`src/rtl/multicycle_ctrl.sv`:
```
// Main control FSM of the multicycle MIPS core: sequences ALU, register file, PC and
// unified memory over a req/ready handshake, halting on illegal opcodes or memory timeouts.
module multicycle_ctrl #(
    parameter int TMO_W   = 4,
    parameter int TMO_MAX = 15
) (
    input  logic       clk,
    input  logic       rst_n,
    input  logic [5:0] opcode,
    input  logic [5:0] funct,
    input  logic       rs_eq_rt,
    input  logic       mem_ready,
    output logic       mem_req,
    output logic       mem_we,
    output logic       iord,
    output logic       ir_write,
    output logic       pc_write,
    output logic [1:0] pc_source,
    output logic       alu_src_a,
    output logic [1:0] alu_src_b,
    output logic       alu_ctl_op,
    output logic       reg_dst,
    output logic       mem_to_reg,
    output logic       reg_write,
    output logic       retire,
    output logic       halted,
    output logic [1:0] err_code
);

    localparam logic [3:0] S_RST     = 4'd0;
    localparam logic [3:0] S_FETCH   = 4'd1;
    localparam logic [3:0] S_DECODE  = 4'd2;
    localparam logic [3:0] S_EXEC_R  = 4'd3;
    localparam logic [3:0] S_WB_R    = 4'd4;
    localparam logic [3:0] S_ADDR    = 4'd5;
    localparam logic [3:0] S_ADDI_EX = 4'd6;
    localparam logic [3:0] S_ADDI_WB = 4'd7;
    localparam logic [3:0] S_MEM_RD  = 4'd8;
    localparam logic [3:0] S_WB_MEM  = 4'd9;
    localparam logic [3:0] S_MEM_WR  = 4'd10;
    localparam logic [3:0] S_BRANCH  = 4'd11;
    localparam logic [3:0] S_JUMP    = 4'd12;
    localparam logic [3:0] S_HALT    = 4'd13;

    localparam logic [5:0] OP_RTYPE = 6'b000000;
    localparam logic [5:0] OP_LW    = 6'b100011;
    localparam logic [5:0] OP_SW    = 6'b101011;
    localparam logic [5:0] OP_ADDI  = 6'b001000;
    localparam logic [5:0] OP_BEQ   = 6'b000100;
    localparam logic [5:0] OP_J     = 6'b000010;

    localparam logic [TMO_W-1:0] TMO_LIM = TMO_W'(TMO_MAX);

    logic [3:0]       state_r;
    logic [3:0]       state_s;
    logic [TMO_W-1:0] cnt_r;
    logic [TMO_W-1:0] cnt_s;
    logic [1:0]       err_r;
    logic [1:0]       err_s;
    logic             wait_s;
    logic             tmo_s;

    assign wait_s = (state_r == S_FETCH) || (state_r == S_MEM_RD) || (state_r == S_MEM_WR);
    // Ready in the same cycle as the last allowed wait still completes the access.
    assign tmo_s  = wait_s && !mem_ready && (cnt_r == TMO_LIM);

    // Next-state, wait-counter and sticky error computation.
    always_comb begin
        state_s = state_r;
        err_s   = err_r;
        cnt_s   = {TMO_W{1'b0}};
        if (wait_s && !mem_ready && !tmo_s) begin
            cnt_s = cnt_r + {{(TMO_W-1){1'b0}}, 1'b1};
        end else begin
            cnt_s = {TMO_W{1'b0}};
        end
        case (state_r)
            S_RST:     state_s = S_FETCH;
            S_FETCH: begin
                if (tmo_s) begin
                    state_s = S_HALT;
                    err_s   = 2'b10;
                end else if (mem_ready) begin
                    state_s = S_DECODE;
                end else begin
                    state_s = S_FETCH;
                end
            end
            S_DECODE: begin
                case (opcode)
                    OP_RTYPE:     state_s = S_EXEC_R;
                    OP_LW, OP_SW: state_s = S_ADDR;
                    OP_ADDI:      state_s = S_ADDI_EX;
                    OP_BEQ:       state_s = S_BRANCH;
                    OP_J:         state_s = S_JUMP;
                    default: begin
                        state_s = S_HALT;
                        err_s   = 2'b01;
                    end
                endcase
            end
            S_EXEC_R: begin
                if ((opcode == OP_RTYPE) && (funct == 6'd0)) begin
                    state_s = S_FETCH;
                end else begin
                    state_s = S_WB_R;
                end
            end
            S_WB_R:    state_s = S_FETCH;
            S_ADDR: begin
                if (opcode == OP_LW) begin
                    state_s = S_MEM_RD;
                end else begin
                    state_s = S_MEM_WR;
                end
            end
            S_ADDI_EX: state_s = S_ADDI_WB;
            S_ADDI_WB: state_s = S_FETCH;
            S_MEM_RD, S_MEM_WR: begin
                if (tmo_s) begin
                    state_s = S_HALT;
                    err_s   = 2'b10;
                end else if (mem_ready) begin
                    state_s = (state_r == S_MEM_RD) ? S_WB_MEM : S_FETCH;
                end else begin
                    state_s = state_r;
                end
            end
            S_WB_MEM:  state_s = S_FETCH;
            S_BRANCH:  state_s = S_FETCH;
            S_JUMP:    state_s = S_FETCH;
            S_HALT:    state_s = S_HALT;
            default: begin
                state_s = S_HALT;
                err_s   = err_r;
            end
        endcase
    end

    // State, wait counter and error registers.
    always_ff @(posedge clk or negedge rst_n) begin
        if (!rst_n) begin
            state_r <= S_RST;
            cnt_r   <= {TMO_W{1'b0}};
            err_r   <= 2'b00;
        end else begin
            state_r <= state_s;
            cnt_r   <= cnt_s;
            err_r   <= err_s;
        end
    end

    // Datapath controls decoded from the registered state; memory strobes gated by ready.
    always_comb begin
        mem_req    = 1'b0;
        mem_we     = 1'b0;
        iord       = 1'b0;
        ir_write   = 1'b0;
        pc_write   = 1'b0;
        pc_source  = 2'b00;
        alu_src_a  = 1'b0;
        alu_src_b  = 2'b00;
        alu_ctl_op = 1'b0;
        reg_dst    = 1'b0;
        mem_to_reg = 1'b0;
        reg_write  = 1'b0;
        retire     = 1'b0;
        halted     = 1'b0;
        case (state_r)
            S_FETCH: begin
                mem_req    = 1'b1;
                alu_src_b  = 2'b01;
                alu_ctl_op = 1'b1;
                ir_write   = mem_ready;
                pc_write   = mem_ready;
            end
            S_DECODE: begin
                alu_src_b  = 2'b11;
                alu_ctl_op = 1'b1;
            end
            S_EXEC_R: begin
                alu_src_a = 1'b1;
                retire    = (opcode == OP_RTYPE) && (funct == 6'd0);
            end
            S_WB_R: begin
                reg_dst   = 1'b1;
                reg_write = 1'b1;
                retire    = 1'b1;
            end
            S_ADDR, S_ADDI_EX: begin
                alu_src_a  = 1'b1;
                alu_src_b  = 2'b10;
                alu_ctl_op = 1'b1;
            end
            S_ADDI_WB: begin
                reg_write = 1'b1;
                retire    = 1'b1;
            end
            S_MEM_RD: begin
                mem_req = 1'b1;
                iord    = 1'b1;
            end
            S_WB_MEM: begin
                mem_to_reg = 1'b1;
                reg_write  = 1'b1;
                retire     = 1'b1;
            end
            S_MEM_WR: begin
                mem_req = 1'b1;
                mem_we  = 1'b1;
                iord    = 1'b1;
                retire  = mem_ready;
            end
            S_BRANCH: begin
                alu_src_a = 1'b1;
                pc_source = 2'b01;
                pc_write  = rs_eq_rt;
                retire    = 1'b1;
            end
            S_JUMP: begin
                pc_source = 2'b10;
                pc_write  = 1'b1;
                retire    = 1'b1;
            end
            S_HALT:  halted = 1'b1;
            default: halted = 1'b0;
        endcase
    end

    assign err_code = err_r;

endmodule

```
`config.mk`:
```
export PLATFORM = sky130hd
export DESIGN_NAME = multicycle_ctrl
export DESIGN_NICKNAME = d
export VERILOG_FILES = /design/src/rtl/multicycle_ctrl.sv
export SDC_FILE = /design/constraint.sdc
export NUM_CORES = 1
export LEC_CHECK = 0
export ABC_AREA = 1
export BUFFER_PORTS_ARGS = -buffer_cell sky130_fd_sc_hd__buf_4
export CORE_UTILIZATION = 45
export CTS_BUF_LIST = sky130_fd_sc_hd__clkbuf_8
export CTS_CLUSTER_DIAMETER = 150
export DETAILED_ROUTE_END_ITERATION = 10
export PLACE_DENSITY = 0.75
export RECOVER_POWER = 25
export SLEW_MARGIN = 25
export SYNTH_ARGS = -nofsm -noshare
export SYNTH_HDL_FRONTEND = slang
export SYNTH_SLANG_ARGS = --single-unit
```
`constraint.sdc`:
```
create_clock -name clk -period 2.1 [get_ports clk]
set_clock_uncertainty 0.15 [all_clocks]
set_input_delay 0.21 -clock clk [delete_from_list [all_inputs] [get_ports clk]]
set_output_delay 0.21 -clock clk [all_outputs]
set_load 0.05 [all_outputs]
```
==> summary by stage <==
Routing
The via-per-instance ratio is about 4.8. The count of vias placed by the detailed router is 975. Wires add up to 2.26 mm. The violation count after the first detailed-route iteration is 21. The first-pass iteration count of the detailed router is 4. The routed wirelength normalized by instance count is ~11 um. The count of antenna-violating nets left after detailed routing is 0. For this run, design rule violations remaining after detail routing come to 0.

STA
The number of hold violations in the final report is 0. Setup repair after global routing left no endpoint under its margin. After layout, the worst path uses 93.9% of the clock period. Subtracting the final worst setup slack from the clock period gives 1.97 ns.

The count of final max-slew check failures is 0. The worst hold slack is 0.214 ns. The worst pin sits at a relative slew slack of 64.4%. The transition time at the pin with the least slew margin is 0.534 ns. The total negative slack for setup checks is 0 ns. The highest clock rate is 507 MHz. Setup violations remaining at the end of the flow were counted as 0.

Pwr
The worst-case IR drop observed on VDD is 0.727 mV. The total power divided by cell area is between 1000 and 1500 nW/um^2. The design draws 1790 uW. The analysis attributes to cell leakage a power of 0.000683 uW.

Floorplan
The full die area is 2130 sq um. The row count is 15. In this run the vertical extent of the chip is ~46 um. 34 I/O pins were placed. The area of the core is 1780 sq um. The overall die width is 46.1 um.

The initial utilization of the core area, before any placement, comes to 49.1%.

Critical path
The dominant cell type by count on the critical path is nor2_1. For the worst setup path, the data arrival time is roughly 1.6 ns. The data required time at the worst endpoint is 1.74 ns.

The critical path in this run is classified as reg -> out. The critical path contains buffers and inverters numbering 3 combined. The worst register-to-register path has a depth of 5. Traced cell by cell, the critical path runs through inv_2 -> nor2_1 -> inv_1 -> nor2_1 -> nor2_1 -> o21ai_0 -> buf_4. The worst setup path is launched from a flip-flop. The destination of the critical timing path is alu_src_a. The register-to-register setup slack is 0.59 ns. The peak fanout along the critical path is 6. The endpoint of the worst-slack reg-to-reg timing path is state_r[3]$_DFFE_PN0P_. The launch instance of the worst register-to-register path is cnt_r[0]$_DFF_PN0_.

The slowest stage of the critical path is the dfrtp_1 cell. The beginning of the critical path is state_r[2]$_DFFE_PN0P_. The kind of cell with the highest combined delay on the critical path is flip-flops. For this run, the slowest stage of the critical path takes 0.45 ns. The critical path depth in cells is 7. The critical path endpoint category is an output port.

Logic synthesis
The mean area per synthesized cell is 6.21 sq um. The cell area after technology mapping is just under 900 sq um. The net count after synthesis is 158.

The Yosys step of the flow raised 0 warnings. After synthesis the netlist holds a flip-flop and latch count of 10. For this run, the register share of the synthesized area comes to 28.6%. The number of distinct standard cells referenced by the synthesized netlist is 25. The cell count after synthesis is about 140.

Global routing
Summed over all layers, the global routing overflow is 0. The wire length of the first global-routing pass is ~3.8 mm. Entering global routing, the biggest net connects 11 pins. The via count of the first global-routing pass is 869. The initial antenna violation count is 0. Global routing consumed, over all layers together, between 20% and 30% of the routing resources.

Min path
The path class of the tightest hold or removal check is in -> reg. The startpoint identified for the worst hold timing path is opcode[4].

Clocking
The root buffer cell chosen for the clock tree is clkbuf_8. The CTS tree is done. In this run, CTS created clock tree buffers numbering 3. For this design, the sink count on the clock tree is 10.

The number of buffers inserted by post-CTS setup repair is 0. The clock latency of the later-clocked register in the worst-skew pair is roughly 0.24 ns. Clock-pin slew was measured on the worst setup and hold paths at 0.05 ns. CTS built an H-tree with a depth of 1. The maximum number of buffers from clock root to sink is 2. The post-cts resize count is 0.

Layout
Leaving out fill and tap cells, the most frequent cells in the layout are 32 x buf_4, 31 x nand2_1, 24 x nor2_1, 16 x nand3_1, 15 x inv_1. The fraction of layout cells with a size suffix above 1 is 34.5%. The most common cell after layout, fill and taps aside is buf_4. Once layout is complete, the cells apart from fillers number ~200.

0 antenna diodes ended up in the layout. The final layout contains just under 200 nets. The fill cell instance count of the final layout is 164. The area growth from synthesis to layout is 37.7%.

Run status
The flow ran to the end, and the final reports show no timing, DRC or antenna violations.

Placed design
The congestion estimate from routability-driven global placement came to 0.904. The port buffer count is 33. The cell total after placement is between 150 and 200. Detailed placement finished with a half-perimeter wire length of 1.88 mm.

Run
The number of maximum-capacitance violations is 0.
timing repair:
action | CTS | global route
hold buffers | 1 | 0
hold endpoints to repair | 10 | 0
endpoints found under the setup margin | 0 | 0
how the worst min path moves through the flow:
stage                             end  slack, ns  cells past startpoint
6_report       state_r[1]$_DFFE_PN0P_       0.21                      5
5_1_grt        state_r[1]$_DFFE_PN0P_       0.26                      5
4_1_cts            cnt_r[2]$_DFF_PN0_       0.18                      2
3_5_place_dp       cnt_r[2]$_DFF_PN0_      -0.10                      1
3_3_place_gp       cnt_r[3]$_DFF_PN0_      -0.11                      1
2_1_floorplan      cnt_r[0]$_DFF_PN0_      -0.24                      0
metal layers:
layer / wire length [um] / global-route usage [%] / share of wire (%)
met2: 1060 / 39.7 / 47
met3: 62 / 6.27 / 2.7
met4: 30 / 6.47 / 1.3
met5: 0 / 0 / 0
met1: 1100 / 34.7 / 49
power by group:
group          leakage [uW]  internal, uW  switching [uW]  total [uW]
Sequential         0.000131           247            67.7         314
Combinational      0.000530           374             905        1280
Clock             0.0000216           125            74.6         200
Total              0.000683           746            1050        1790
cells in the mapped netlist, drive strengths merged:
| master | count | area (sq um) |
|---|---|---|
| nor3 | 1 | 10.0 |
| inv | 22 | 82.6 |
| nand4 | 1 | 6.26 |
| nand2 | 37 | 164 |
| nor2 | 33 | 136 |
| a21oi | 4 | 20.0 |
| xnor2 | 1 | 8.76 |
| dfrtp | 10 | 250 |
| buf | 1 | 11.3 |
| or2 | 1 | 6.26 |
| nand3 | 16 | 80.1 |
| ha | 1 | 12.5 |
| o21ai | 8 | 47.5 |
| nor3b | 1 | 7.51 |
| a211oi | 1 | 7.51 |
| xor2 | 1 | 8.76 |
| o211ai | 1 | 7.51 |
| a211o | 1 | 8.76 |
cell type report:
| type | instances | area [sq um] | area share, % |
|---|---|---|---|
| clock buffer | 3 | 41.3 | 3.42 |
| inverter | 22 | 82.6 | 6.85 |
| multi-input combinational | 108 | 547 | 45.3 |
| sequential | 10 | 250 | 20.7 |
| tap | 25 | 31.3 | 2.59 |
| timing repair buffer | 34 | 254 | 21.1 |
logic make-up (layout without fill, tap and decap cells):
| group | after synthesis | in the layout | share of synthesized area [%] |
|---|---|---|---|
| and+or+nand+nor | 90 | 90 | 46.9 |
| buffers and inverters | 23 | 59 | 10.7 |
| AOI/OAI and AO/OA | 15 | 15 | 10.4 |
| DFF | 10 | 10 | 28.6 |
| xor gates and xnor gates | 2 | 2 | 2.00 |
| adders and majority gates | 1 | 1 | 1.43 |
flip-flops by register name (all words and copies together), names as in the netlist:
signal	cells
cnt_r	4
err_code	2
state_r	4
per-stage QoR:
step	setup WS, ns	utilization, %	cell area, sq um
after floorplan	0.0776	-	891
after global placement	0.430	65.0	1160
after detailed placement	0.416	65.0	1160
after CTS	0.158	67.9	1210
after global routing	0.0170	67.6	1210
final	0.129	67.6	1210
tightest hold or removal path, cell delays in order:
cell and delay [ns]:
buf_4 0.08, nor2_1 0.05, nand3_1 0.07, a21oi_1 0.07, o211ai_1 0.08
Note: power is estimated with default switching activity, not from simulation.
